==> config.mk <==
export PLATFORM = sky130hd
export DESIGN_NAME = pipe_hazard_ctrl
export DESIGN_NICKNAME = d
export VERILOG_FILES = /design/src/rtl/pipe_hazard_ctrl.sv
export SDC_FILE = /design/constraint.sdc
export NUM_CORES = 1
export LEC_CHECK = 0
export BUFFER_PORTS_ARGS = -buffer_cell sky130_fd_sc_hd__buf_2
export CAP_MARGIN = 20
export CORE_MARGIN = 4
export CORE_UTILIZATION = 52
export CTS_CLUSTER_DIAMETER = 50
export DETAILED_ROUTE_END_ITERATION = 7
export GPL_TIMING_DRIVEN = 1
export PLACE_DENSITY = 0.89
export SETUP_SLACK_MARGIN = 0.05
export SLEW_MARGIN = 20
export SYNTH_ARGS = -nofsm -noshare
export SYNTH_HDL_FRONTEND = slang
export SYNTH_SLANG_ARGS = --single-unit
==> constraint.sdc <==
create_clock -name clk_i -period 2.97 [get_ports clk_i]
set_clock_uncertainty 0.1 [all_clocks]
set_input_delay 0.1485 -clock clk_i [delete_from_list [all_inputs] [get_ports clk_i]]
set_output_delay 0.1485 -clock clk_i [all_outputs]
set_load 0.02 [all_outputs]
==> src/rtl/pipe_hazard_ctrl.sv <==
// pipe_hazard_ctrl: central stall/flush controller for a 5-stage pipeline
// (IF/ID, ID/EX, EX/MEM, MEM/WB pipeline registers).
//
// Decides each cycle, in priority order:
//   1. data-memory wait: freeze the whole pipe and bubble MEM/WB
//   2. taken branch in EX: flush IF/ID and ID/EX, keep fetching
//   3. load-use (plus RAW without forwarding): hold PC and IF/ID and
//      inject a bubble into ID/EX
// It also keeps a saturating stall counter and a sticky memory-timeout flag.
//
// Build option:
//   FORWARD_EN  defined   -> EX has a forwarding path; only load-use stalls.
//               undefined -> additional RAW stalls against EX and MEM writers.
//
// Ports:
//   clk_i, rst_ni           clock (rising edge), async active-low reset
//   id_rs_i, id_rt_i        source fields of the instruction in ID
//   id_uses_rt_i            ID instruction really reads rt
//   ex_memread_i            instruction in EX is a load
//   ex_regwrite_i, ex_rd_i  EX writer and its destination
//   mem_regwrite_i, mem_rd_i MEM writer and its destination
//   mem_access_i            MEM instruction is load/store
//   dmem_ready_i            data memory completes the access this cycle
//   branch_taken_i          branch resolved taken in EX
//   pc_en_o, ifid_en_o      PC / IF/ID load enables
//   ifid_flush_o            IF/ID loads a NOP
//   idex_flush_o            ID/EX loads a bubble
//   exmem_en_o              EX/MEM capture enable
//   memwb_bubble_o          MEM/WB captures WB control = 2'b00
//   stall_cnt_o             cycles with pc_en_o low since reset (saturating)
//   mem_timeout_o           sticky: a memory wait reached MAX_WAIT cycles
//   state_o                 debug view of the FSM (0 = RUN, 1 = MEM_WAIT)
//
// Handshake: dmem_ready_i is only meaningful while mem_access_i is high; an
// access completes on a cycle where both are high, and every cycle where
// mem_access_i is high and dmem_ready_i is low is one wait state.

module pipe_hazard_ctrl #(
  parameter int MAX_WAIT = 16,
  parameter int CNT_W    = 16
) (
  input  logic             clk_i,
  input  logic             rst_ni,
  input  logic [4:0]       id_rs_i,
  input  logic [4:0]       id_rt_i,
  input  logic             id_uses_rt_i,
  input  logic             ex_memread_i,
  input  logic             ex_regwrite_i,
  input  logic [4:0]       ex_rd_i,
  input  logic             mem_regwrite_i,
  input  logic [4:0]       mem_rd_i,
  input  logic             mem_access_i,
  input  logic             dmem_ready_i,
  input  logic             branch_taken_i,
  output logic             pc_en_o,
  output logic             ifid_en_o,
  output logic             ifid_flush_o,
  output logic             idex_flush_o,
  output logic             exmem_en_o,
  output logic             memwb_bubble_o,
  output logic [CNT_W-1:0] stall_cnt_o,
  output logic             mem_timeout_o,
  output logic             state_o
);

  typedef enum logic [0:0] {
    RUN      = 1'b0,
    MEM_WAIT = 1'b1
  } state_e;

  localparam int WC_W = $clog2(MAX_WAIT + 1);

  state_e            state_q, state_d;
  logic [WC_W-1:0]   wait_cnt_q, wait_cnt_d;
  logic [CNT_W-1:0]  stall_cnt_q, stall_cnt_d;
  logic              mem_timeout_q, mem_timeout_d;

  logic mem_wait;
  logic load_use;
  logic raw_hazard;
  logic hazard;

  // Register 0 is hard-wired, so a match against rd == 0 is never a hazard.
  function automatic logic src_match(input logic [4:0] rd,
                                     input logic [4:0] rs,
                                     input logic [4:0] rt,
                                     input logic       uses_rt);
    return (rd != 5'd0) && ((rd == rs) || (uses_rt && (rd == rt)));
  endfunction

  always_comb begin
    mem_wait = mem_access_i && !dmem_ready_i;
    load_use = ex_memread_i && src_match(ex_rd_i, id_rs_i, id_rt_i, id_uses_rt_i);
  end

`ifdef FORWARD_EN
  // Forwarding covers EX/MEM producers; only the load result is too late.
  assign raw_hazard = 1'b0;
  logic unused_fwd;
  assign unused_fwd = ^{ex_regwrite_i, mem_regwrite_i, mem_rd_i};
`else
  // No forwarding: any in-flight producer in EX or MEM must retire first.
  // WB-stage producers are covered by write-before-read in the register file.
  assign raw_hazard =
      (ex_regwrite_i  && src_match(ex_rd_i,  id_rs_i, id_rt_i, id_uses_rt_i)) ||
      (mem_regwrite_i && src_match(mem_rd_i, id_rs_i, id_rt_i, id_uses_rt_i));
`endif

  assign hazard = load_use || raw_hazard;

  // Control outputs: purely combinational from reset, state inputs and hazards.
  always_comb begin
    pc_en_o        = 1'b1;
    ifid_en_o      = 1'b1;
    ifid_flush_o   = 1'b0;
    idex_flush_o   = 1'b0;
    exmem_en_o     = 1'b1;
    memwb_bubble_o = 1'b0;
    if (!rst_ni) begin
      pc_en_o        = 1'b0;
      ifid_en_o      = 1'b0;
      exmem_en_o     = 1'b0;
      ifid_flush_o   = 1'b1;
      idex_flush_o   = 1'b1;
      memwb_bubble_o = 1'b1;
    end else if (mem_wait) begin
      // Whole pipe frozen; a branch in EX stays in EX and is taken after release.
      pc_en_o        = 1'b0;
      ifid_en_o      = 1'b0;
      exmem_en_o     = 1'b0;
      memwb_bubble_o = 1'b1;
    end else if (branch_taken_i) begin
      // The ID instruction is discarded anyway, so it cannot cause a stall.
      ifid_flush_o = 1'b1;
      idex_flush_o = 1'b1;
    end else if (hazard) begin
      pc_en_o      = 1'b0;
      ifid_en_o    = 1'b0;
      idex_flush_o = 1'b1;
    end
  end

  // Next-state logic. Outputs do not depend on the state itself: a release
  // cycle behaves like any RUN cycle, so the state is a record of the wait.
  always_comb begin
    state_d       = RUN;
    wait_cnt_d    = '0;
    mem_timeout_d = mem_timeout_q;
    stall_cnt_d   = stall_cnt_q;

    if (mem_wait) begin
      state_d    = MEM_WAIT;
      wait_cnt_d = wait_cnt_q;
      if (int'(wait_cnt_q) < MAX_WAIT) begin
        wait_cnt_d = wait_cnt_q + 1'b1;
      end
      if (int'(wait_cnt_q) + 1 >= MAX_WAIT) begin
        mem_timeout_d = 1'b1;
      end
    end

    if (!pc_en_o && (stall_cnt_q != {CNT_W{1'b1}})) begin
      stall_cnt_d = stall_cnt_q + 1'b1;
    end
  end

  always_ff @(posedge clk_i or negedge rst_ni) begin
    if (!rst_ni) begin
      state_q       <= RUN;
      wait_cnt_q    <= '0;
      stall_cnt_q   <= '0;
      mem_timeout_q <= 1'b0;
    end else begin
      state_q       <= state_d;
      wait_cnt_q    <= wait_cnt_d;
      stall_cnt_q   <= stall_cnt_d;
      mem_timeout_q <= mem_timeout_d;
    end
  end

  assign stall_cnt_o   = stall_cnt_q;
  assign mem_timeout_o = mem_timeout_q;
  assign state_o       = state_q;

endmodule

==> impl_metrics.toml <==
[pwr]
internal-power_mw = 0.546
combPwrFrac_pct = 37.1
max-vdd-ir-drop_mv = 0.569
p_seq_share_pct = 46.9
swShare_pct = 38.3
p_per_area_nw_per_um2 = 522
clkPwrFrac_pct = 16.0
p_leak_nw = 0.836
p_switching_mw = 0.339

[route]
firstDrtPassIters = 4
drt-initial-drc-count = 62
routed_wl_um = 3320
drc = 0
vias_per_cell = 5.54
via_count = 1208
wire_per_inst_um = 15.2
drtAntennaViolNets = 0

[clocking]
worstSkewPairLatency_ns = 0.31
clock_path_buffers = 2
numCtsBuffers = 3
cts_setup_buffers = 0
clk_pin_slew_ns = 0.12
cts-resized-gates = 0
htree_levels = 1
cts-root-buf = "clkbuf_4"
cts_tree = "done"
cts_num_sinks = 23

[synth]
synth_top_area_share_pct = 41.7
syn_inst = 134
syn_avg_cell_area_sq_um = 10.3
ys_warn_count = 0
synth_ff_type = "dfrtp_1"
syn_nets = 165
yosys.area.top_type = "dfrtp_1"
async_reset_ff_share_pct = 100
ys_seq_elements = 23
syn_area_sq_um = 1380
synth_cell_types = 36
seq_area_frac_synth_pct = 41.7
synth.area.top_cells = "dfrtp_1 42%, xor2_1 13%, xnor2_1 10%"
synth-edff-count = 0

[timing]
hold_violations = 0
relSlewSlack_pct = 68.0
tns_ns = 0
slew_viol_final = 0
tightest_slew_ns = 0.480
fin_crit_sh_pct = 71.1
whs_ns = 0.146
rsz0062_at_grt = "false"
fmax_ghz = 0.473
post-route-min-period_ns = 2.11
setup_viol = 0

[floorplan]
start_util_pct = 55.3
dieWidth_um = 59.5
num_io_pins = 53
die-area_sq_um = 3550
rows = 18
die_h_um = 59.5
core_area_sq_um = 2500

[global_routing]
grt_start_max_net_pins = 25
grt_pass1_vias = 1164
grt_pass1_wl_um = 5290
overflow = 0
grt_usage_pct = 19.6
antenna_found_initial = 0

[critical_path]
cp.arrival_ns = 2.22
ff2ff_setup_slack_ns = 0.86
cp-end-kind = "flop"
critPathKind = "reg2reg"
critPathMaxStageDelay_ns = 0.45
crit_path_start_kind = "flop"
crit_path_cell_trace = "and4_1 > and3_1 > nand4_1 > nor2_1 > o31ai_4 > mux2_2"
cp_slowest_cell = "dfrtp_1"
path_max_fanout = 11
critPathRequiredTime_ns = 3.08

[layout]
drive_gt1_share_pct = 32.4
final_net_count = 220
n_antenna_cell = 0
syn2layout_area_growth_pct = 22.7
fillers = 198

[job]
drv_cap = 0

[place]
place.gp.congestion = 0.881
dp_hpwl_um = 2640
buffer_ports.inserted = 52

[outcome]
status = "finished clean"

[min_path]
hold_class = "in2reg"
-- registers in the layout, summed over array words and instances, names as in the netlist --
register,flops
mem_timeout_o,1
stall_cnt_o,16
state_o,1
wait_cnt_q,5
-- cells by family after synthesis --
kind of cell               Yosys count  synth area share (%)
muxes                                3                  2.35
xor gates and xnor gates            37                  23.5
AOI/OAI and AO/OA                   13                  7.70
and+or+nand+nor                     49                  20.2
adders and majority gates            2                  1.81
buffers and inverters                7                  2.81
DFF                                 23                  41.7
-- stage by stage --
stage / area (sq um) / power [mW] / utilization [%] / cells / worst slack [ns]
2_1_floorplan: 1380 / 0.623 / - / 134 / 0.963
3_3_place_gp: 1660 / 0.732 / 66.4 / 213 / 0.826
3_5_place_dp: 1660 / 0.748 / 66.4 / 213 / 0.775
4_1_cts: 1700 / 0.889 / 67.8 / 218 / 0.880
5_1_grt: 1700 / 0.942 / 67.8 / 218 / 0.757
6_report: 1700 / 0.885 / 67.8 / 218 / 0.858
-- worst paths after layout --
kind / end / cells past startpoint / start
setup / recovery: stall_cnt_o[1] / 6 / stall_cnt_o[3]
min in group asynchronous: stall_cnt_o[13] / 3 / rst_ni
hold reg to reg: mem_timeout_o / 1 / mem_timeout_o
max in group asynchronous: wait_cnt_q[0] / 3 / rst_ni
hold / removal: state_o / 3 / mem_access_i
setup reg to reg: stall_cnt_o[1] / 6 / stall_cnt_o[3]
-- Yosys cell counts, types with 3 or more instances --
library cell	number
inv_1	3
nand2_1	5
nand3_1	7
nor2_1	8
nand4_1	8
xnor2_1	16
and2_1	5
and3_1	4
xor2_1	21
dfrtp_1	23
-- metal layers --
| layer | track usage, % | vias up | wire, um |
|---|---|---|---|
| met3 | 4.58 | 6 | 181 |
| met5 | 0 | - | 0 |
| met2 | 32.6 | 51 | 1720 |
| met1 | 25.8 | 574 | 1400 |
| li1 | - | 577 | - |
| met4 | 4.75 | 0 | 25 |
-- power groups by stage --
| stage | sequential, mW | clock (mW) | combinational (mW) |
|---|---|---|---|
| floorplan | 0.471 | 0 | 0.151 |
| global placement | 0.415 | 0 | 0.316 |
| detailed placement | 0.421 | 0 | 0.326 |
| CTS | 0.415 | 0.145 | 0.329 |
| global route | 0.424 | 0.159 | 0.359 |
| finish | 0.415 | 0.142 | 0.328 |
-- what timing repair did --
action                                  4_1_cts  5_1_grt
hold buffers                                  1        0
endpoints found under the setup margin        0        0
endpoints found under the hold margin        23        0
-- final cells by class --
class / instances / area (sq um) / area share, %
clock buffer: 4 / 26.3 / 1.55
inverter: 3 / 11.3 / 0.664
multi-input combinational: 104 / 767 / 45.2
sequential: 23 / 576 / 33.9
tap: 30 / 37.5 / 2.21
timing repair buffer: 54 / 278 / 16.4
-- placed cells by master, fill, tap and decap left out, drive strengths merged, types with 4 or more instances in the layout --
| master | count |
|---|---|
| nand2 | 5 |
| nor2 | 8 |
| clkbuf | 4 |
| buf | 53 |
| and3 | 4 |
| xor2 | 21 |
| and2 | 5 |
| nand4 | 8 |
| dfrtp | 23 |
| nand3 | 7 |
| xnor2 | 16 |
-- critical path: cells and delay by family, from the launching register on --
kind | cells | cell delay (ns)
simple gates | 4 | 0.66
flops | 1 | 0.45
compound gates | 1 | 0.41
mux | 1 | 0.39
(Power assumes the default switching activity.)
